### config.mk
export PLATFORM = sky130hd
export DESIGN_NAME = axi_ss_bridge
export DESIGN_NICKNAME = d
export VERILOG_FILES = /design/src/rtl/axi_ss_bridge_pkg.sv /design/src/rtl/axi_ss_bridge_arb.sv /design/src/rtl/axi_ss_bridge.sv
export SDC_FILE = /design/constraint.sdc
export NUM_CORES = 1
export LEC_CHECK = 0
export ABC_AREA = 1
export ABC_CLOCK_PERIOD_IN_PS = 5300
export CAP_MARGIN = 20
export CORE_MARGIN = 2
export CORE_UTILIZATION = 39
export DETAILED_ROUTE_END_ITERATION = 16
export PLACE_DENSITY = 0.85
export SLEW_MARGIN = 20
export SYNTH_ARGS = -nofsm -noshare
export SYNTH_HDL_FRONTEND = slang
export SYNTH_SLANG_ARGS = --single-unit
### constraint.sdc
create_clock -name clk -period 5.3 [get_ports clk]
set_input_delay 0.795 -clock clk [delete_from_list [all_inputs] [get_ports clk]]
set_output_delay 0.795 -clock clk [all_outputs]
set_load 0.02 [all_outputs]
### src/rtl/axi_ss_bridge_pkg.sv
// axi_ss_bridge_pkg: shared types for the AXI4 to ss bus bridge.
// FSM states, response codes and round-robin grant select.
package axi_ss_bridge_pkg;

  typedef enum logic [2:0] {
    IDLE,
    RD_REQ,
    RD_WAIT,
    R_RESP,
    W_DATA,
    WR_REQ,
    WR_WAIT,
    B_RESP
  } state_t;

  typedef enum logic {
    GNT_RD = 1'b0,
    GNT_WR = 1'b1
  } gnt_t;

  localparam logic [1:0] RESP_OKAY   = 2'b00;
  localparam logic [1:0] RESP_SLVERR = 2'b10;

  function automatic logic [1:0] resp_of(input logic err);
    return err ? RESP_SLVERR : RESP_OKAY;
  endfunction

endpackage

### src/rtl/axi_ss_bridge_arb.sv
// axi_ss_bridge_arb: two-requester round-robin arbiter (read vs write).
// The last-grant flag resets to write so a read wins the first tie.
module axi_ss_bridge_arb
  import axi_ss_bridge_pkg::*;
(
  input  logic clk,
  input  logic reset,
  input  logic en_i,
  input  logic rd_req_i,
  input  logic wr_req_i,
  output logic gnt_rd_o,
  output logic gnt_wr_o
);

  gnt_t last_q;
  gnt_t last_d;

  // Grant the requester not served last when both ask
  always_comb begin
    gnt_rd_o = en_i & rd_req_i &
               (~wr_req_i | (last_q == GNT_WR));
    gnt_wr_o = en_i & wr_req_i & ~gnt_rd_o;
    last_d   = last_q;
    if (gnt_rd_o)
      last_d = GNT_RD;
    else if (gnt_wr_o)
      last_d = GNT_WR;
  end

  // Remember the last accepted grant
  always_ff @(posedge clk or posedge reset) begin
    if (reset)
      last_q <= GNT_WR;
    else
      last_q <= last_d;
  end

endmodule

### src/rtl/axi_ss_bridge.sv
// axi_ss_bridge: AXI4 slave to ss bus bridge, one transaction in flight.
// Optional INCR bursts with `define AXI_SS_BRIDGE_BURST_EN.
module axi_ss_bridge
  import axi_ss_bridge_pkg::*;
#(
  parameter int ADDR_W = 32,
  parameter int DATA_W = 32
) (
  input  logic              clk,
  input  logic              reset,
  input  logic [ADDR_W-1:0] S_AXI_AWADDR,
  input  logic [7:0]        S_AXI_AWLEN,
  input  logic              S_AXI_AWVALID,
  output logic              S_AXI_AWREADY,
  input  logic [DATA_W-1:0] S_AXI_WDATA,
  input  logic [DATA_W/8-1:0] S_AXI_WSTRB,
  input  logic              S_AXI_WLAST,
  input  logic              S_AXI_WVALID,
  output logic              S_AXI_WREADY,
  output logic [1:0]        S_AXI_BRESP,
  output logic              S_AXI_BVALID,
  input  logic              S_AXI_BREADY,
  input  logic [ADDR_W-1:0] S_AXI_ARADDR,
  input  logic [7:0]        S_AXI_ARLEN,
  input  logic              S_AXI_ARVALID,
  output logic              S_AXI_ARREADY,
  output logic [DATA_W-1:0] S_AXI_RDATA,
  output logic [1:0]        S_AXI_RRESP,
  output logic              S_AXI_RLAST,
  output logic              S_AXI_RVALID,
  input  logic              S_AXI_RREADY,
  output logic              ss_req,
  output logic              ss_we,
  output logic [DATA_W/8-1:0] ss_be,
  output logic [ADDR_W-1:0] ss_addr,
  output logic [DATA_W-1:0] ss_wdata,
  input  logic              ss_gnt,
  input  logic              ss_rvalid,
  input  logic [DATA_W-1:0] ss_rdata,
  input  logic              ss_err
);

  localparam int BE_W = DATA_W / 8;

  state_t              state_q;
  logic [ADDR_W-1:0]   addr_q;
  logic [DATA_W-1:0]   wdata_q;
  logic [DATA_W-1:0]   rdata_q;
  logic [BE_W-1:0]     be_q;
  logic [1:0]          rresp_q;
  logic [1:0]          bresp_q;
  logic                rvalid_q;
  logic                rlast_q;
  logic                bvalid_q;
  logic                wready_q;
  logic                req_q;
  logic                we_q;
  logic                gnt_rd;
  logic                gnt_wr;
  logic                last_beat;

`ifdef AXI_SS_BRIDGE_BURST_EN
  localparam logic [ADDR_W-1:0] STEP = ADDR_W'(BE_W);
  logic [7:0] cnt_q;
  logic [7:0] len_q;
  logic       unused_in;
  assign last_beat = (cnt_q == len_q);
  assign unused_in = S_AXI_WLAST;
`else
  logic unused_in;
  assign last_beat = 1'b1;
  assign unused_in = ^{S_AXI_ARLEN, S_AXI_AWLEN, S_AXI_WLAST};
`endif

  axi_ss_bridge_arb u_arb (
    .clk      (clk),
    .reset    (reset),
    .en_i     ((state_q == IDLE) & ~reset),
    .rd_req_i (S_AXI_ARVALID),
    .wr_req_i (S_AXI_AWVALID),
    .gnt_rd_o (gnt_rd),
    .gnt_wr_o (gnt_wr)
  );

  assign S_AXI_ARREADY = gnt_rd;
  assign S_AXI_AWREADY = gnt_wr;
  assign S_AXI_WREADY  = wready_q;
  assign S_AXI_BVALID  = bvalid_q;
  assign S_AXI_BRESP   = bresp_q;
  assign S_AXI_RVALID  = rvalid_q;
  assign S_AXI_RDATA   = rdata_q;
  assign S_AXI_RRESP   = rresp_q;
  assign S_AXI_RLAST   = rlast_q;
  assign ss_req        = req_q;
  assign ss_we         = we_q;
  assign ss_be         = be_q;
  assign ss_addr       = addr_q;
  assign ss_wdata      = wdata_q;

  // Bridge FSM with registered AXI and ss outputs
  always_ff @(posedge clk or posedge reset) begin
    if (reset) begin
      state_q  <= IDLE;
      addr_q   <= '0;
      wdata_q  <= '0;
      rdata_q  <= '0;
      be_q     <= '0;
      rresp_q  <= RESP_OKAY;
      bresp_q  <= RESP_OKAY;
      rvalid_q <= 1'b0;
      rlast_q  <= 1'b0;
      bvalid_q <= 1'b0;
      wready_q <= 1'b0;
      req_q    <= 1'b0;
      we_q     <= 1'b0;
`ifdef AXI_SS_BRIDGE_BURST_EN
      cnt_q    <= '0;
      len_q    <= '0;
`endif
    end else begin
      unique case (state_q)
        IDLE: begin
          if (gnt_rd) begin
            addr_q  <= S_AXI_ARADDR;
            be_q    <= '1;
            req_q   <= 1'b1;
            we_q    <= 1'b0;
            state_q <= RD_REQ;
`ifdef AXI_SS_BRIDGE_BURST_EN
            len_q   <= S_AXI_ARLEN;
            cnt_q   <= '0;
`endif
          end else if (gnt_wr) begin
            addr_q   <= S_AXI_AWADDR;
            bresp_q  <= RESP_OKAY;
            wready_q <= 1'b1;
            state_q  <= W_DATA;
`ifdef AXI_SS_BRIDGE_BURST_EN
            len_q    <= S_AXI_AWLEN;
            cnt_q    <= '0;
`endif
          end
        end
        RD_REQ: begin
          if (ss_gnt) begin
            req_q   <= 1'b0;
            state_q <= RD_WAIT;
          end
        end
        RD_WAIT: begin
          if (ss_rvalid) begin
            rdata_q  <= ss_rdata;
            rresp_q  <= resp_of(ss_err);
            rvalid_q <= 1'b1;
            rlast_q  <= last_beat;
            state_q  <= R_RESP;
          end
        end
        R_RESP: begin
          if (S_AXI_RREADY) begin
            rvalid_q <= 1'b0;
            rlast_q  <= 1'b0;
            state_q  <= IDLE;
`ifdef AXI_SS_BRIDGE_BURST_EN
            if (!last_beat) begin
              cnt_q   <= cnt_q + 8'd1;
              addr_q  <= addr_q + STEP;
              req_q   <= 1'b1;
              state_q <= RD_REQ;
            end
`endif
          end
        end
        W_DATA: begin
          if (S_AXI_WVALID) begin
            wready_q <= 1'b0;
            wdata_q  <= S_AXI_WDATA;
            be_q     <= S_AXI_WSTRB;
            req_q    <= 1'b1;
            we_q     <= 1'b1;
            state_q  <= WR_REQ;
          end
        end
        WR_REQ: begin
          if (ss_gnt) begin
            req_q   <= 1'b0;
            we_q    <= 1'b0;
            state_q <= WR_WAIT;
          end
        end
        WR_WAIT: begin
          if (ss_rvalid) begin
            if (ss_err)
              bresp_q <= RESP_SLVERR;
            bvalid_q <= 1'b1;
            state_q  <= B_RESP;
`ifdef AXI_SS_BRIDGE_BURST_EN
            if (!last_beat) begin
              bvalid_q <= 1'b0;
              cnt_q    <= cnt_q + 8'd1;
              addr_q   <= addr_q + STEP;
              wready_q <= 1'b1;
              state_q  <= W_DATA;
            end
`endif
          end
        end
        B_RESP: begin
          if (S_AXI_BREADY) begin
            bvalid_q <= 1'b0;
            state_q  <= IDLE;
          end
        end
        default: state_q <= IDLE;
      endcase
    end
  end

endmodule

## Word-level counts from Yosys, hierarchy flattened

Index checks and enable logic that the tools add are counted.

| storage, ports and cells | value |
|---|---|
| word-level logic and storage cells | 99 |
| input bits | 159 |
| register bits | 113 |

| operators by class | value |
|---|---|
| muxes and demuxes | 37 |
| bitwise logic cells | 9 |
| equal/unequal tests | 20 |
| reduce and logical (&&, ||, !) cells | 20 |

Operator list:

| kind | number |
|---|---|
| 32-bit two-way mux | 2 |
| 3-bit two-way mux | 9 |
| 3-bit case mux with 8 select lines | 1 |
| 2-bit inequality test (second input constant) | 11 |
| 3-bit == test (second input constant) | 4 |
| 4-bit AND reduction | 3 |
| 1-bit two-way mux | 11 |
| 2-bit two-way mux | 5 |
| 2-bit nonzero test | 5 |
| 3-bit AND reduction | 3 |
| 4-bit two-way mux | 2 |
| 4-bit case mux with 2 select lines | 1 |
| 8-bit AND reduction | 1 |
| 3-bit by 2-bit == test with 1-bit output (second input constant) | 2 |
| 1-bit case mux with 2 select lines | 3 |
| 1-bit case mux with 3 select lines | 2 |
| 2-bit AND reduction | 3 |
| 3-bit nonzero test | 2 |
| 1-bit AND | 5 |
| 5-bit AND reduction | 1 |
| 2-bit case mux with 2 select lines | 1 |
| 3-bit by 1-bit == test with 1-bit output (second input constant) | 1 |
| 3-bit logical NOT | 1 |
| 3-bit inequality test (second input constant) | 1 |
| 4 further kinds | 6 |

## Logic depth before layout (Yosys ltp)

| logic depth | value |
|---|---|
| depth in word-level cells | 9 |
| depth in mapped cells | 9 |
| depth with buffers taken out | 9 |

## Hierarchy

Synthesis repeated with hierarchy kept, for this count alone.

| unflattened totals | value |
|---|---|
| cell total of the unflattened synthesis | 507 |
| area total of the unflattened synthesis | 5006.1 µm² |

Modules (own cells, without submodules):

| module | cells each | area an instance (µm²) | sequential area each (µm²) | times used |
|---|---|---|---|---|
| axi_ss_bridge | 494 | 4928.5 | 2752.6 | 1 |
| axi_ss_bridge_arb | 13 | 77.6 | 26.3 | 1 |

## Least setup slack after synthesis

OpenSTA, ideal clock, no wires.

| timing | value |
|---|---|
| path type | input port to output port |
| from | input reset |
| to | output S_AXI_AWREADY |
| setup slack | 0.396 ns |
| path buffers | 0 |
| cell stages on the path | 5 |
| arrival | 4.109 ns |
| path through | inv_1 nand3_2 inv_1 nand2_1 nor2_1 |

| between the ends | value |
|---|---|
| word-level cells in the longest chain between the ends | 6 |
| elaborated cells on any way between the ends | 7 |

RTL lines:

| item | RTL line | RTL |
|---|---|---|
| start, declared | axi_ss_bridge.sv:10 | `input logic reset,` |
| 1-bit inverter * | axi_ss_bridge.sv:78 | `.en_i ((state_q == IDLE) & ~reset),` |
| 1-bit AND * | axi_ss_bridge.sv:78 |  |
| 1-bit AND (2 in a row) | axi_ss_bridge_arb.sv:20 | `gnt_rd_o = en_i & rd_req_i &` |
| 1-bit inverter | axi_ss_bridge_arb.sv:22 | `gnt_wr_o = en_i & wr_req_i & ~gnt_rd_o;` |
| 1-bit AND * | axi_ss_bridge_arb.sv:22 |  |
| end, declared | axi_ss_bridge.sv:14 | `output logic S_AXI_AWREADY,` |

Mark *: on every way between the ends. The rest lies on a longest branch, timed or not.

## Worst setup path after layout

Ends and elaborated chain as after synthesis.

==> flow_summary_export.csv <==
group,metric,value,unit
outcome,status,"completed",
global_routing,antenna_found_initial,0,
worst_setup_path,cp-start-kind,"input port",
worst_hold_path,hold_class,"flop to flop",
global_routing,grt_pass1_vias,4180,
final_layout,num_antenna_cells,0,
worst_setup_path,r2r-start,"state_q[1]$_DFFE_PP0P_",
sta,finalCritPeriodShare,68.8,%
power,pwr-share-comb,51.0,%
power,p_leak,3.56,nW
sta,slew_headroom,34.2,%
clock_network,cts_buffer_depth,2,
final_layout,area_growth,57.0,%
synth,synth_warnings,0,
power,ir_drop,0.247,mV
floorplanning,rows,41,
clock_network,cts_sinks,111,
synth,synth_top_family_by_area,"multiplexers",
drt,wl_per_cell,15.2,um
sta,maxSlewViolCount,0,
worst_setup_path,crit_required,4.51,ns
drt,vias,4156,
floorplanning,die_w,117,um
sta,setup_viol,0,
synth,synth_fa_ha_area_share,0,%
floorplanning,die_h,117,um
drt,wl,13.3,mm
global_routing,grt_pass1_wl,19.7,mm
clock_network,cts_tree,"yes",
clock_network,cts.hold.buffers_added,0,
power,switching_share,37.4,%
drt,vias_per_cell,4.73,
power,p_clk_share,15.7,%
floorplanning,io_pins,271,
global_routing,grt_max_degree,79,
worst_setup_path,ff2ff_path_depth,4,
clock_network,cts-resized-gates,0,
worst_setup_path,end_kind,"primary output",
drt,drt_iter0_drc,192,
worst_setup_path,critPathMaxFanout,36,
flow_run,cap_violations,0,
synth,synth_seq_area_share,55.7,%
worst_hold_path,hold_path.startpoint,"S_AXI_WREADY$_DFFE_PP0P_",
worst_setup_path,crit_type,"input port to primary output",
sta,rsz0062_at_grt,"false",
sta,fmax,0.274,GHz
synth,synthMuxAreaShare,16.3,%
place,hpwl,10.3,mm
drt,postRouteAntennaNets,0,
sta,finalSetupTns,0,ns
clock_network,root_buffer,"clkbuf_16",
synth,synth_cells,460,
floorplanning,start_util,39.7,%
clock_network,htreeDepth,3,
worst_hold_path,min_path_cells,2,
global_routing,grt.total_usage,18.6,%
worst_setup_path,reg2reg_to,"S_AXI_RDATA[21]$_DFFE_PP0P_",
worst_hold_path,min_to,"S_AXI_WREADY$_DFFE_PP0P_",
drt,drc,0,
synth,yosys.area_share.simple,11.4,%
sta,fin_worst_skew,0.00850,ns
final_layout,layout_common_cells,"251 x clkdlybuf4s50_1, 110 x dfrtp_1, 95 x nand2_1",
synth,synthesis.area,4990,um2
sta,whs,0.474,ns
final_layout,fin_nets,861,
sta,min_period,3.65,ns
clock_network,clock_latency,0.35,ns
power,p_seq_share,33.3,%
sta,worstMarginPinSlew,0.986,ns
worst_setup_path,r2r_setup_slack,3.10,ns
sta,hold_viol_final,0,
drt,dr.pass1.iters,6,
clock_network,path_clk_slew,0.07,ns
clock_network,cts_buffers,9,
final_layout,final_core_util,62.3,%
synth,synth_compound_area_share,8.00,%
clock_network,cts_setup_buffers,0,
synth,synth_cell_types,25,
power,internal_power,2.84,mW
final_layout,drive_above_1_share,13.7,%
floorplanning,die_area,13700,um2
power,p_switching,1.69,mW
power,p_per_area,578,nW/um2
synth,avgSynthCellArea,10.8,um2
place,routabilityCongestion,0.830,
synth,ys_ff_latch,111,
worst_setup_path,critPathArrivalTime,2.85,ns
final_layout,final_common_cell,"clkdlybuf4s50_1",
floorplanning,coreArea,12600,um2
synth,synth_xor_area_share,0,%
final_layout,fill_cells,985,
place,portBuffers,251,
global_routing,grt.overflow.total,0,
==> power by group through the flow <==
stage | Combinational (mW) | Clock (mW) | Sequential [mW]
final | 2.31 | 0.710 | 1.51
after CTS | 2.33 | 0.729 | 1.51
after global routing | 2.47 | 0.759 | 1.55
after global placement | 2.27 | 0 | 1.49
after detailed placement | 2.32 | 0 | 1.52
after floorplan | 0.822 | 0 | 1.96
==> routing by layer <==
metal  GRT usage, %  up-vias  share of wire [%]
met3           3.81       32                6.2
met2           34.3      156                 53
met4           8.94        0                2.9
li1               -     1975                  -
met5              0        -                  0
met1           20.3     1993                 38
==> critical path, cell delays in order <==
cell and delay [ns]:
clkdlybuf4s50_1 0.47, inv_4 0.37, nand3_2 0.18, inv_1 0.17, nand2_1 0.08, nor2_1 0.12
clkdlybuf4s50_1 0.65
==> stage by stage <==
step	setup slack [ns]	area, um2	power [mW]	instances
2_1_floorplan	0.396	4990	2.78	461
3_3_place_gp	1.65	7520	3.75	863
3_5_place_dp	1.62	7520	3.84	863
4_1_cts	1.61	7830	4.57	879
5_1_grt	1.52	7830	4.78	879
6_report	1.65	7830	4.53	879
==> synth_stat cells <==
cell / number / area (um2)
nand2_4: 1 / 11.3
nor3_1: 2 / 10.0
mux2_2: 39 / 439
o21ai_4: 1 / 16.3
o21ai_0: 49 / 245
nor2_2: 1 / 6.26
nand2_2: 1 / 6.26
o21bai_1: 1 / 7.51
nor2_4: 3 / 33.8
a21oi_1: 6 / 30.0
buf_4: 5 / 37.5
mux2_4: 25 / 375
dfrtp_1: 110 / 2750
buf_6: 15 / 169
nor2_1: 10 / 37.5
nand4_1: 7 / 43.8
buf_2: 4 / 20.0
conb_1: 1 / 3.75
inv_2: 3 / 11.3
nand3_2: 2 / 20.0
o21ai_1: 20 / 100
nand3_1: 9 / 45.0
inv_1: 49 / 184
dfstp_2: 1 / 26.3
nand2_1: 95 / 357
==> how the worst max path moves through the flow <==
stage          slack, ns  start            end
3_5_place_dp        1.62  reset  S_AXI_AWREADY
5_1_grt             1.52  reset  S_AXI_AWREADY
6_report            1.65  reset  S_AXI_AWREADY
4_1_cts             1.61  reset  S_AXI_AWREADY
3_3_place_gp        1.65  reset  S_AXI_AWREADY
2_1_floorplan       0.40  reset  S_AXI_AWREADY
==> kinds of logic after synthesis <==
kind of cell           count (synthesis)
and+or+nand+nor                      131
muxes                                 64
AOI/OAI and AO/OA                     77
DFF                                  111
other                                  1
buffers and inverters                 76
==> flip-flops by register name (all words and copies together) (netlist names) <==
signal,flops
S_AXI_BVALID,1
S_AXI_RRESP,1
ss_be,4
ss_wdata,32
state_q,3
ss_addr,32
S_AXI_BRESP,1
S_AXI_RDATA,32
S_AXI_RLAST,1
ss_we,1
u_arb.last_q,1
ss_req,1
S_AXI_WREADY,1
==> layout make-up <==
class | count | area [um2] | area share [%]
clock buffers | 10 | 239 | 3.05
clock inverters | 6 | 76.3 | 0.974
inverters | 52 | 198 | 2.52
multi-input cells | 274 | 1790 | 22.9
flip-flops and latches | 111 | 2780 | 35.5
well taps | 172 | 215 | 2.75
repair buffers | 254 | 2530 | 32.4
No activity file was read; power rests on OpenSTA's default activity.
